**src/rtl/sd_reg_seq_arbiter.sv**
```systemverilog
// Purpose : round-robin arbiter for two 32-bit word requesters, serializing each word
//           onto the byte-wide SD register port, MS byte first so byte 0 is written last.
// Latency : accept at T, byte cycles T+1..T+4 (byte 3 first), resp pulse at T+5, next accept T+6.
// Backpr. : reqN_ready only in IDLE for the granted requester; a request not granted simply waits.
//
// Ports:
//   clk, rst                      clock, asynchronous active-high reset
//   reqN_valid/we/addr/wdata/be   word request from requester N (addr[1:0] ignored)
//   reqN_ready                    combinational accept strobe (valid && ready = taken)
//   respN_valid/rdata             one-cycle completion pulse, read data (0 for writes)
//   reg_we/addr/wdata             registered byte port towards the register block
//   reg_rdata                     combinational read byte for reg_addr
//   busy                          high while a word is being transferred or answered
module sd_reg_seq_arbiter (
   input  logic        clk,
   input  logic        rst,

   input  logic        req0_valid,
   input  logic        req0_we,
   input  logic [6:0]  req0_addr,
   input  logic [31:0] req0_wdata,
   input  logic [3:0]  req0_be,
   output logic        req0_ready,
   output logic        resp0_valid,
   output logic [31:0] resp0_rdata,

   input  logic        req1_valid,
   input  logic        req1_we,
   input  logic [6:0]  req1_addr,
   input  logic [31:0] req1_wdata,
   input  logic [3:0]  req1_be,
   output logic        req1_ready,
   output logic        resp1_valid,
   output logic [31:0] resp1_rdata,

   output logic        reg_we,
   output logic [6:0]  reg_addr,
   output logic [7:0]  reg_wdata,
   input  logic [7:0]  reg_rdata,

   output logic        busy
);

   typedef enum logic [1:0] {
      IDLE = 2'd0,
      XFER = 2'd1,
      RESP = 2'd2
   } state_t;

   // Latched copy of the accepted request; the word address drops the byte bits.
   typedef struct packed {
      logic        we;
      logic [4:0]  word;
      logic [31:0] wdata;
      logic [3:0]  be;
   } req_t;

   state_t      state;
   state_t      state_nxt;

   logic        last_grant;
   logic        grant;
   logic        accept;
   logic        owner;
   logic [1:0]  byte_idx;
   logic [31:0] rdata;
   req_t        sel_req;
   req_t        lat_req;

   // Next values for the registered byte port.
   logic [1:0]  nxt_idx;
   logic        nxt_we;
   logic [6:0]  nxt_addr;
   logic [7:0]  nxt_wdata;

   // Word-aligned addressing: the byte bits of the request address carry no meaning.
   logic        unused_addr_bits;
   assign unused_addr_bits = ^{req0_addr[1:0], req1_addr[1:0]};

   // ------------------------------------------------------------------
   // Arbitration: on contention the requester not served last wins.
   // last_grant resets to 1 so req0 wins the first contention.
   // ------------------------------------------------------------------
   always_comb begin
      if (req0_valid && req1_valid) begin
         grant = ~last_grant;
      end else begin
         grant = ~req0_valid;
      end
      // Reset gating keeps ready low while rst is held.
      accept = (state == IDLE) && (req0_valid || req1_valid) && !rst;

      sel_req.we    = grant ? req1_we         : req0_we;
      sel_req.word  = grant ? req1_addr[6:2]  : req0_addr[6:2];
      sel_req.wdata = grant ? req1_wdata      : req0_wdata;
      sel_req.be    = grant ? req1_be         : req0_be;
   end

   // ------------------------------------------------------------------
   // FSM: state register
   // ------------------------------------------------------------------
   always_ff @(posedge clk or posedge rst) begin
      if (rst) begin
         state <= IDLE;
      end else begin
         state <= state_nxt;
      end
   end

   // ------------------------------------------------------------------
   // FSM: next state
   // ------------------------------------------------------------------
   always_comb begin
      state_nxt = state;
      case (state)
         IDLE:    if (accept) state_nxt = XFER;
         XFER:    if (byte_idx == 2'd0) state_nxt = RESP;
         RESP:    state_nxt = IDLE;
         default: state_nxt = IDLE;
      endcase
   end

   // ------------------------------------------------------------------
   // FSM: outputs, plus the byte to present on the register port in the
   // next cycle. The port itself is registered, so the byte-3 values are
   // prepared from the incoming request in the accept cycle.
   // ------------------------------------------------------------------
   always_comb begin
      req0_ready  = accept && !grant;
      req1_ready  = accept &&  grant;
      resp0_valid = (state == RESP) && !owner;
      resp1_valid = (state == RESP) &&  owner;
      resp0_rdata = resp0_valid ? rdata : 32'h0;
      resp1_rdata = resp1_valid ? rdata : 32'h0;
      busy        = (state != IDLE);

      nxt_idx   = 2'd0;
      nxt_we    = 1'b0;
      nxt_addr  = 7'h0;
      nxt_wdata = 8'h0;
      if (accept) begin
         nxt_idx   = 2'd3;
         nxt_we    = sel_req.we && sel_req.be[3];
         nxt_addr  = {sel_req.word, 2'd3};
         nxt_wdata = sel_req.wdata[31:24];
      end else if ((state == XFER) && (byte_idx != 2'd0)) begin
         nxt_idx   = byte_idx - 2'd1;
         // Disabled bytes still get their cycle, just without a strobe.
         nxt_we    = lat_req.we && lat_req.be[nxt_idx];
         nxt_addr  = {lat_req.word, nxt_idx};
         nxt_wdata = lat_req.wdata[8*nxt_idx +: 8];
      end
   end

   // ------------------------------------------------------------------
   // Datapath registers
   // ------------------------------------------------------------------
   always_ff @(posedge clk or posedge rst) begin
      if (rst) begin
         last_grant <= 1'b1;
         owner      <= 1'b0;
         byte_idx   <= 2'd0;
         lat_req    <= '0;
         rdata      <= 32'h0;
         reg_we     <= 1'b0;
         reg_addr   <= 7'h0;
         reg_wdata  <= 8'h0;
      end else begin
         byte_idx  <= nxt_idx;
         reg_we    <= nxt_we;
         reg_addr  <= nxt_addr;
         reg_wdata <= nxt_wdata;
         if (accept) begin
            last_grant <= grant;
            owner      <= grant;
            lat_req    <= sel_req;
            // Cleared here so a write completes with zero read data.
            rdata      <= 32'h0;
         end else if ((state == XFER) && !lat_req.we) begin
            // reg_rdata answers the byte address currently on the port.
            rdata[8*byte_idx +: 8] <= reg_rdata;
         end
      end
   end

   // Structural sanity: strobes only during a transfer, one response at a time.
   a_we_in_xfer : assert property (@(posedge clk) disable iff (rst)
                                   reg_we |-> (state == XFER));
   a_one_resp   : assert property (@(posedge clk) disable iff (rst)
                                   !(resp0_valid && resp1_valid));

endmodule

```
**config.mk**
```make
export PLATFORM = sky130hd
export DESIGN_NAME = sd_reg_seq_arbiter
export DESIGN_NICKNAME = d
export VERILOG_FILES = /design/src/rtl/sd_reg_seq_arbiter.sv
export SDC_FILE = /design/constraint.sdc
export NUM_CORES = 1
export LEC_CHECK = 0
export ABC_AREA = 1
export BUFFER_PORTS_ARGS = -buffer_cell sky130_fd_sc_hd__buf_2
export CAP_MARGIN = 0
export CORE_ASPECT_RATIO = 1.2
export CORE_MARGIN = 1
export CORE_UTILIZATION = 50
export DETAILED_ROUTE_END_ITERATION = 6
export GPL_ROUTABILITY_DRIVEN = 0
export PLACE_DENSITY = 0.8
export SETUP_SLACK_MARGIN = 0.5
export SYNTH_ARGS = -nofsm -noshare
export SYNTH_HDL_FRONTEND = slang
export SYNTH_SLANG_ARGS = --single-unit
```
**constraint.sdc**
```tcl
create_clock -name clk -period 4.1 [get_ports clk]
set_clock_uncertainty 0.15 [all_clocks]
set_input_delay 0.205 -clock clk [delete_from_list [all_inputs] [get_ports clk]]
set_output_delay 0.205 -clock clk [all_outputs]
set_load 0.1 [all_outputs]
```
==> results by group <==
Global route
  • Initial antenna violation count: 0
  • Vias in the first global route: just under 5k
  • First-pass GRT wire length: 21,940 µm
  • Largest net degree at the start of global routing: between 50 and 60
  • Gr usage total: 26.43%
  • Overflow after GRT: 0

Routing
  • DRT iter0 DRCs: approximately 220
  • Post-route ant nets: 0
  • Drt first pass iters: 4
  • DR vias/cell: approximately 5.1
  • Total Wirelength: 13,260 µm
  • DRC viols: 0
  • Vias post-DR: 5,207
  • WL/cell: ~13 µm

Synthesis
  • Area leader, netlist: dfrtp_1
  • Post-synthesis area per instance: around 7.0 µm²
  • Synth warn: 0
  • Synth area leaders: dfrtp_1 45%, nand2_1 22%, nand3_1 10%
  • Sequential element share of the synthesized area: 45.99%
  • Synthesized instance count: 735
  • Net count after synthesis: 840
  • Top-area cell type share of the netlist area: 45.48%
  • Mapped Area: 5117 µm²
  • Synth Register Bits: 94
  • Yosys cell types: 22

Hold path
  • Class of the worst hold path: in2reg
  • Hold Crit Start: req1_wdata[19]

Finish
  • Syn-to-layout area delta: 25.40%
  • Commonest non-fill, non-tap cell in the layout: nand2_1
  • Nets@finish: 1,005
  • Ratio of cells with drive above 1 in the final layout: 23.76%
  • Area occupied by multi-input gates: 2328 µm²
  • Diodes inserted: 0
  • Most frequent cells in the layout: 294 x nand2_1, 179 x buf_2, 102 x nand3_1
  • Register Area: about 2400 µm²
  • # fillers: about 970

Clock tree
  • CTS tree: done
  • TritonCTS Buffers: 9
  • CTS sink cnt: 94
  • Clk buf depth: 2
  • H-tree depth: 3
  • Clock-pin slew on the worst setup and hold paths: approximately 0.06 ns
  • Post-CTS setup buffers: 0
  • Clock insertion delay at the later pin of the skew report: 0.34 ns
  • Post_cts resized: 0
  • Root Driver: clkbuf_16

STA
  • Setup TNS: 0 ns
  • Relative slew margins: 39.48%
  • Final WS setup: 1.317 ns
  • Min Tclk post-route: around 2.8 ns
  • Final Setup Violations: 0
  • Max frequency: ~360 MHz
  • Unrepaired setup endpoints after global routing: false
  • Final period utilization: approximately 68%
  • Worst slew pin tran: 0.9068 ns
  • Final hold viol count: 0
  • Slew Viols, Final: 0

Die
  • Initial core utilization: 51.38%
  • Die area: 10,640 µm²
  • Die X: between 90 and 100 µm
  • Die H: 112.8 µm
  • Core area: 9960 µm²
  • IO Pins: 185
  • Number of placement rows: 40

Placement
  • Dpl hpwl: 9450 µm
  • IO Port Bufs: 180
  • Pre-CTS setup slack: 1.626 ns

Pwr
  • Worst vdd ir: 0.4820 mV
  • Pwr Density: 643.9 nW/µm²
  • Lkg Pwr: between 3 and 4 nW

Job
  • Max cap viols: 0

Worst setup path
  • Crit path capture type: output pin
  • Worst path top cell family by delay: simple AND/OR/NAND/NOR gates
  • Most frequent CP cell: nor2_1
  • Slowest CP cell: dfrtp_1
  • Cell Chain, Critical Path: nor2_1 > nand3_4 > buf_4 > nor2_1 > buf_12
  • Critical Path Start: state[0]
  • Reg2Reg Launch Point: reg_addr[1]
  • Max incr delay on CP: 0.44 ns
  • Worst setup path category: reg2out
  • Buf/Inv on CP: 2
  • Worst path arrival time: 2.43 ns
  • Critical Path Fanout Max: 42
  • Startpoint Class: flip-flop
  • WP data required: ~3.7 ns

Run status
  • Status: completed
state kept, by name, indices dropped and copies added, names as in the netlist:
| register | count |
|---|---|
| reg_wdata | 8 |
| reg_we | 1 |
| byte_idx | 1 |
| state | 2 |
| lat_req | 42 |
| last_grant | 1 |
| reg_addr | 6 |
| owner | 1 |
| rdata | 32 |
cell families (layout without fill, tap and decap cells):
group | count (synthesis) | count (layout) | share of synthesized area, %
simple gates | 509 | 509 | 42.08
flops | 94 | 94 | 45.99
compound gates | 19 | 19 | 1.858
buf+inv | 108 | 278 | 8.851
fa+ha+maj | 5 | 5 | 1.222
per-layer routing:
| layer | part of all wire [%] | global-route usage, % | vias up |
|---|---|---|---|
| met3 | 5.1 | 3.226 | 24 |
| met1 | 41 | 32.33 | 2376 |
| met5 | 0 | 0 | - |
| li1 | - | - | 2637 |
| met4 | 2.5 | 11.49 | 0 |
| met2 | 51 | 46.28 | 170 |
repair_timing:
item                       CTS  global route
setup endpoints to repair    0             0
hold buffers                 9             0
hold endpoints to repair    48             0
worst min-delay path, stage by stage:
cell and delay (ns):
buf_2 0.08, nand2_1 0.04, nand2_1 0.05, nand2_1 0.04, nand2_1 0.04
report_power, final:
| part | switching (mW) | internal [mW] | total, mW |
|---|---|---|---|
| registers | 0.140 | 1.23 | 1.37 |
| logic | 1.57 | 0.446 | 2.02 |
| clock network | 0.339 | 0.410 | 0.749 |
| total | 2.05 | 2.08 | 4.13 |
final timing paths:
check	endpoint	slack (ns)	cells after the start
max reg2reg	rdata[11]	1.63	6
max	req0_ready	1.32	5
min in group asynchronous	reg_addr[5]	0.48	4
min reg2reg	lat_req[38]	0.32	2
min	lat_req[23]	0.001	5
max in group asynchronous	rdata[13]	2.27	5
synth_stat cells (all sizes together):
cell / number
inv: 64
nand2: 294
dfrtp: 93
nor2: 73
a21oi: 3
o21ai: 16
clkbuf: 20
nand3: 103
nand3b: 1
buf: 24
nor3: 12
dfstp: 1
nand4: 26
ha: 5
stage by stage:
stage,utilization (%),hold slack (ns),std cells,power [mW],area (µm²)
finish,64.43,0.001306,1031,4.132,6417
global route,64.43,0.01503,1031,4.426,6417
CTS,64.43,0.0003995,1031,4.149,6417
detailed placement,60.92,0.3043,1006,3.391,6067
global placement,60.92,0.3009,1006,3.357,6067
floorplan,-,0.2019,735,2.981,5131
layout make-up:
class / instances / share of cell area (%)
inverter: 64 / 3.802
multi-input combinational: 533 / 36.28
timing repair buffer: 198 / 16.73
tap: 126 / 2.457
clock inverter: 4 / 0.3704
sequential: 94 / 36.67
clock buffer: 12 / 3.685
No activity file was read; power rests on OpenSTA's default activity.
